--- src/rtl/fsk_frame_rx_if.sv ---
// Line-side bundle for the FSK frame receiver: raw line input in, checked nibbles and status out.
interface fsk_frame_rx_if #(
  parameter int DATA_W = 4
);
  logic              fsk_in;
  logic [DATA_W-1:0] data_out;
  logic              valid;
  logic              parity_err;
  logic              frame_err;
  logic              carrier_ok;

  // slave is the receiver itself; master is whatever drives the line and consumes the results
  modport slave  (input fsk_in, output data_out, valid, parity_err, frame_err, carrier_ok);
  modport master (output fsk_in, input data_out, valid, parity_err, frame_err, carrier_ok);
endinterface

--- src/rtl/fsk_frame_rx.sv ---
// FSK receiver: edge-interval demodulator, carrier detect, and start-bit-timed deframer
// with even-parity and stop-bit checking.
module fsk_frame_rx #(
  parameter int CLKS_PER_BIT = 64,
  parameter int MARK_HALF    = 4,
  parameter int SPACE_HALF   = 8,
  parameter int CARRIER_TO   = 32,
  parameter int DATA_W       = 4
) (
  input  logic          clk,
  input  logic          rst,
  fsk_frame_rx_if.slave rxIf
);

  localparam int THR = (MARK_HALF + SPACE_HALF) / 2;
  localparam int CW  = $clog2(CARRIER_TO + 1);
  localparam int BW  = $clog2(CLKS_PER_BIT);
  localparam int IW  = (DATA_W > 1) ? $clog2(DATA_W) : 1;

  localparam logic [CW-1:0] CNT_MAX   = CW'(CARRIER_TO);
  localparam logic [CW-1:0] CNT_THR   = CW'(THR);
  localparam logic [BW-1:0] HALF_LAST = BW'(CLKS_PER_BIT / 2 - 1);
  localparam logic [BW-1:0] BIT_LAST  = BW'(CLKS_PER_BIT - 1);
  localparam logic [IW-1:0] IDX_LAST  = IW'(DATA_W - 1);

  typedef enum logic [2:0] {IDLE, START, DATA, PARITY, STOP, BREAK} stateT;

  logic          sync1, sync2, sync3;
  logic [CW-1:0] intervalCnt;
  logic          demod;
  logic          carrierOk;
  logic          carrierLost;

  stateT             state;
  logic [BW-1:0]     bitCnt;
  logic [IW-1:0]     idx;
  logic [DATA_W-1:0] shiftReg;
  logic              parityBit;
  logic              demodPrev;
  logic [DATA_W-1:0] dataOut;
  logic              validReg;
  logic              parityErrReg;
  logic              frameErrReg;

  // Demodulator: short edge spacing means mark, long means space; a silent line reads as mark.
  always_ff @(posedge clk) begin
    if (rst) begin
      sync1       <= 1'b1;
      sync2       <= 1'b1;
      sync3       <= 1'b1;
      intervalCnt <= '0;
      demod       <= 1'b1;
      carrierOk   <= 1'b0;
      carrierLost <= 1'b0;
    end else begin
      sync1       <= rxIf.fsk_in;
      sync2       <= sync1;
      sync3       <= sync2;
      carrierLost <= 1'b0;
      if (sync2 != sync3) begin
        intervalCnt <= '0;
        demod       <= (intervalCnt < CNT_THR);
        carrierOk   <= 1'b1;
      end else if (intervalCnt != CNT_MAX) begin
        intervalCnt <= intervalCnt + 1'b1;
        if (intervalCnt == CNT_MAX - 1'b1) begin
          carrierOk   <= 1'b0;
          demod       <= 1'b1;
          carrierLost <= 1'b1;
        end
      end
    end
  end

  // Deframer: bit timing is anchored at the start-bit falling edge and sampled mid-bit.
  always_ff @(posedge clk) begin
    if (rst) begin
      state        <= IDLE;
      bitCnt       <= '0;
      idx          <= '0;
      shiftReg     <= '0;
      parityBit    <= 1'b0;
      demodPrev    <= 1'b1;
      dataOut      <= '0;
      validReg     <= 1'b0;
      parityErrReg <= 1'b0;
      frameErrReg  <= 1'b0;
    end else begin
      demodPrev    <= demod;
      validReg     <= 1'b0;
      parityErrReg <= 1'b0;
      frameErrReg  <= 1'b0;
      if (carrierLost) begin
        if (state inside {START, DATA, PARITY, STOP}) frameErrReg <= 1'b1;
        state <= IDLE;
      end else begin
        case (state)
          IDLE: begin
            if (demodPrev && !demod) begin
              state  <= START;
              bitCnt <= '0;
            end
          end
          START: begin
            if (bitCnt == HALF_LAST) begin
              bitCnt <= '0;
              idx    <= '0;
              state  <= demod ? IDLE : DATA;
            end else begin
              bitCnt <= bitCnt + 1'b1;
            end
          end
          DATA: begin
            if (bitCnt == BIT_LAST) begin
              bitCnt        <= '0;
              shiftReg[idx] <= demod;
              if (idx == IDX_LAST) state <= PARITY;
              else                 idx   <= idx + 1'b1;
            end else begin
              bitCnt <= bitCnt + 1'b1;
            end
          end
          PARITY: begin
            if (bitCnt == BIT_LAST) begin
              bitCnt    <= '0;
              parityBit <= demod;
              state     <= STOP;
            end else begin
              bitCnt <= bitCnt + 1'b1;
            end
          end
          STOP: begin
            if (bitCnt == BIT_LAST) begin
              bitCnt <= '0;
              if (!demod) begin
                frameErrReg <= 1'b1;
                state       <= BREAK;
              end else if (^{shiftReg, parityBit} == 1'b0) begin
                dataOut  <= shiftReg;
                validReg <= 1'b1;
                state    <= IDLE;
              end else begin
                parityErrReg <= 1'b1;
                state        <= IDLE;
              end
            end else begin
              bitCnt <= bitCnt + 1'b1;
            end
          end
          BREAK: begin
            if (demod) state <= IDLE;
          end
          default: state <= IDLE;
        endcase
      end
    end
  end

  assign rxIf.data_out   = dataOut;
  assign rxIf.valid      = validReg;
  assign rxIf.parity_err = parityErrReg;
  assign rxIf.frame_err  = frameErrReg;
  assign rxIf.carrier_ok = carrierOk;

endmodule

--- src/flat_wrapper.sv ---
// flat-port wrapper written by rule: the top's interface ports become plain ports
module fsk_frame_rx_flat 
#(
  parameter int CLKS_PER_BIT = 64,
  parameter int MARK_HALF    = 4,
  parameter int SPACE_HALF   = 8,
  parameter int CARRIER_TO   = 32,
  parameter int DATA_W       = 4
)
  (clk, rst, rxIf_fsk_in, rxIf_data_out, rxIf_valid, rxIf_parity_err, rxIf_frame_err, rxIf_carrier_ok);
  fsk_frame_rx_if #(.DATA_W(DATA_W)) rxIf_i ();
  input  logic clk;
  input  logic rst;
  input wire logic [$bits(rxIf_i.fsk_in)-1:0] rxIf_fsk_in;
  output wire logic [$bits(rxIf_i.data_out)-1:0] rxIf_data_out;
  output wire logic [$bits(rxIf_i.valid)-1:0] rxIf_valid;
  output wire logic [$bits(rxIf_i.parity_err)-1:0] rxIf_parity_err;
  output wire logic [$bits(rxIf_i.frame_err)-1:0] rxIf_frame_err;
  output wire logic [$bits(rxIf_i.carrier_ok)-1:0] rxIf_carrier_ok;
  assign rxIf_i.fsk_in = rxIf_fsk_in;
  assign rxIf_data_out = rxIf_i.data_out;
  assign rxIf_valid = rxIf_i.valid;
  assign rxIf_parity_err = rxIf_i.parity_err;
  assign rxIf_frame_err = rxIf_i.frame_err;
  assign rxIf_carrier_ok = rxIf_i.carrier_ok;
  fsk_frame_rx #(.CLKS_PER_BIT(CLKS_PER_BIT), .MARK_HALF(MARK_HALF), .SPACE_HALF(SPACE_HALF), .CARRIER_TO(CARRIER_TO), .DATA_W(DATA_W)) u_core (.clk(clk), .rst(rst), .rxIf(rxIf_i));
endmodule
--- config.mk ---
export PLATFORM = sky130hd
export DESIGN_NAME = fsk_frame_rx_flat
export DESIGN_NICKNAME = d
export VERILOG_FILES = /design/src/rtl/fsk_frame_rx_if.sv /design/src/rtl/fsk_frame_rx.sv /design/src/flat_wrapper.sv
export SDC_FILE = /design/constraint.sdc
export NUM_CORES = 1
export LEC_CHECK = 0
export BUFFER_PORTS_ARGS = -buffer_cell sky130_fd_sc_hd__buf_4
export CORE_UTILIZATION = 53
export DETAILED_ROUTE_END_ITERATION = 16
export PLACE_DENSITY = 0.76
export SLEW_MARGIN = 20
export SYNTH_ARGS = -nofsm -noshare
export SYNTH_HDL_FRONTEND = slang
export SYNTH_SLANG_ARGS = --single-unit
--- constraint.sdc ---
create_clock -name clk -period 1.4 [get_ports clk]
set_input_delay 0 -clock clk [delete_from_list [all_inputs] [get_ports clk]]
set_output_delay 0 -clock clk [all_outputs]
set_load 0.02 [all_outputs]
==> out/metrics.cfg <==
[setup_path]
arrival_ps = 1870
rr_startpoint = u_core.state[1]$_SDFFE_PP0P_
rr_endpoint = u_core.bitCnt[4]$_SDFFE_PP0P_
crit_required_ps = 1700
crit_path_start = u_core.state[1]$_SDFFE_PP0P_
endpoint = u_core.bitCnt[4]$_SDFFE_PP0P_
rr_worst_depth = 4
cp-end-kind = register
rrSetupSlack_ps = -170
crit_type = register to register
critPathMaxStageDelay_ps = 400
crit_slowest_cell = dfxtp_4
crit_fanout = 7
crit_chain = o21a_1, a211o_1, or3_1, a21oi_1
critPathLaunchType = register

[timing]
max_freq_mhz = 636
period_share_pct = 112
setup_ws_ps = -171
final_hold_viol_count = 0
rsz0062_at_grt = yes
setup_viol = 12
fin_skew_ps = 12.6
worst_slew_pin_slew_ps = 447
max-slew-margin-rel_pct = 70.1
drv_slew = 0
fin_crit_ps = 1570

[min_path]
hp-class = input pin to register
hp-start = rxIf_fsk_in

[cells_and_area]
final_net_count = 270
drive_gt1_share_pct = 43.7
layout_commonest_cell = buf_4
fin_area_um2 = 2580
final_cell_mix = 49 x buf_4, 26 x dfxtp_1, 19 x nor2_1
fillers = 182
syn_to_final_growth_pct = 42.4
antenna_cells = 0

[power]
switching_power_w = 0.000556
power-per-cell-area_nw_per_um2 = 772
vdd_drop_max_uv = 900
netSwitchingFraction_pct = 27.9
clkPwrFrac_pct = 31.4
power_frac_seq_pct = 54.3
internal-power_w = 0.00143
combinationalPowerShare_pct = 14.3
power.leakage_nw = 1.06

[placed_design]
place_area_um2 = 2190
gp_congestion = 0.847
place_ws_ps = -191
hpwl_um = 2920
numPortBuffers = 10

[yosys]
synth-edff-count = 0
postSynthNetCount = 217
synth_cell_types = 41
synth_ff_type = dfxtp_1
ys_seq_area_share_pct = 39.8
synthAdderAreaFrac_pct = 4.84
synthXorXnorAreaFrac_pct = 5.67
synth_area_per_cell_um2 = 8.75
syn_area_um2 = 1810
netlist_instances = 207
async_reset_ff_share_pct = 0
yosys.area_share.simple_pct = 27.4
synthMuxAreaShare_pct = 4.42
synth_top_area_share_pct = 39.8
synth_compound_area_share_pct = 13.9
yosys_warnings = 0
synth_area_leaders = dfxtp_1 40%, ha_1 4.8%, mux2i_1 4.4%
yosys_register_bits = 36
synth_top_family_by_area = simple AND/OR/NAND/NOR gates
synth.largest_area_cell = dfxtp_1

[global_route]
grt_overflow = 0
grt_pass1_vias = 1645
antenna_found_initial = 0
grt_pass1_wl_um = 7240
grt_max_degree = 27
grt_use_total_pct = 27.3

[drt]
drt_iter0_drc = 119
vias_per_cell = 6.00
vias = 1829
post-route-drc-count = 0
routedWlPerCell_um = 17.4
ant_nets = 0
routed_wl_um = 5300
dr.pass1.iters = 4

[cts]
cts_tree = built
cts-root-buf = clkbuf_4
cts_max_path_buffers = 2
htree_levels = 2
clkTransAtPathRegs_ps = 120
clkSinkCount = 36
numCtsBuffers = 5
clock_latency_ps = 360

[floorplanning]
io_pins = 11
die_x_um = 60.4
core_um2 = 3150
die_height_um = 60.4
die-area_um2 = 3650
start_util_pct = 57.4
rows = 20

[flow_run]
cap_viol_max_count = 0

[run_status]
status = finished with violations
violations = setup timing

-- critical path, delay by kind of cell (launching register included) --
| family | cells | cell delay (ps) |
|---|---|---|
| flops | 1 | 400 |
| compound gates | 3 | 700 |
| simple gates | 1 | 400 |
-- synth_stat cells (all sizes together), types with 4 or more instances --
master,n
or2,5
nand2b,4
clkbuf,8
a21oi,13
dfxtp,36
xor2,4
nand2,9
mux2i,8
nor3,8
nor2,19
a31oi,5
o21ai,10
nand4,9
nand3,8
ha,7
nor3b,5
inv,7
xnor2,5
-- stage by stage --
step                      TNS (ps)  hold slack (ps)  utilization (%)  std cells  power (W)
after floorplan              -81.5              104                -        207    0.00122
after global placement        -805              188             69.4        286    0.00129
after detailed placement     -1660              187             69.4        286    0.00130
after CTS                     -596              357             73.3        298    0.00192
after global routing         -1840              367             81.8        305    0.00206
final                         -967              385             81.8        305    0.00199
-- metal layers --
layer  vias up  wire, um  part of all wire [%]  GRT usage, %
met2        70      2690                    51          44.4
met1       884      2170                    41          32.6
li1        856         -                     -             -
met4         0       149                   2.8          13.3
met5         -         0                     0             0
met3        19       293                   5.5          8.74
-- final cells by class --
| cell class | instances | area, um2 | area share, % |
|---|---|---|---|
| inverters | 7 | 28.8 | 1.12 |
| flip-flops and latches | 36 | 743 | 28.8 |
| clock buffers | 7 | 55.1 | 2.13 |
| multi-input cells | 153 | 1230 | 47.8 |
| repair buffers | 57 | 455 | 17.7 |
| clock inverters | 1 | 7.51 | 0.291 |
| well taps | 44 | 55.1 | 2.13 |
-- registers in the layout, summed over array words and instances, names as in the netlist, 2 cells and up --
register and flops:
u_core.bitCnt 6, u_core.shiftReg 4, u_core.state 3, u_core.intervalCnt 6, u_core.idx 2, u_core.rxIf.data_out 4
-- worst min-delay path by stage --
| stage | end | slack [ps] | depth (start not counted) |
|---|---|---|---|
| 6_report | u_core.sync1$_SDFF_PP1_ | 390 | 3 |
| 5_1_grt | u_core.sync1$_SDFF_PP1_ | 370 | 3 |
| 4_1_cts | u_core.sync1$_SDFF_PP1_ | 360 | 3 |
| 3_5_place_dp | u_core.sync1$_SDFF_PP1_ | 190 | 2 |
| 3_3_place_gp | u_core.sync1$_SDFF_PP1_ | 190 | 2 |
| 2_1_floorplan | u_core.sync1$_SDFF_PP1_ | 100 | 1 |
-- cell families (layout without fill, tap and decap cells) --
kind of cell | count (synthesis) | count (layout)
xor gates and xnor gates | 10 | 10
AOI/OAI and AO/OA | 41 | 41
muxes | 8 | 8
adders and majority gates | 7 | 7
DFF | 36 | 36
buffers and inverters | 18 | 72
and+or+nand+nor | 87 | 87
-- power by group through the flow --
stage | Clock [W] | Combinational [W] | Sequential (W)
floorplan | 0 | 0.000126 | 0.00109
global placement | 0 | 0.000195 | 0.00109
detailed placement | 0 | 0.000204 | 0.00110
CTS | 0.000624 | 0.000220 | 0.00107
global route | 0.000673 | 0.000304 | 0.00108
finish | 0.000625 | 0.000285 | 0.00108
-- timing repair --
action / in CTS / in global routing
endpoints found under the setup margin: 22 / 24
hold buffers: 2 / 0
endpoints found under the hold margin: 18 / 0
pin swaps: 2 / 16
gates resized for setup: 11 / 47
buffers inserted: 2 / 7
Note: power is estimated with default switching activity, not from simulation.
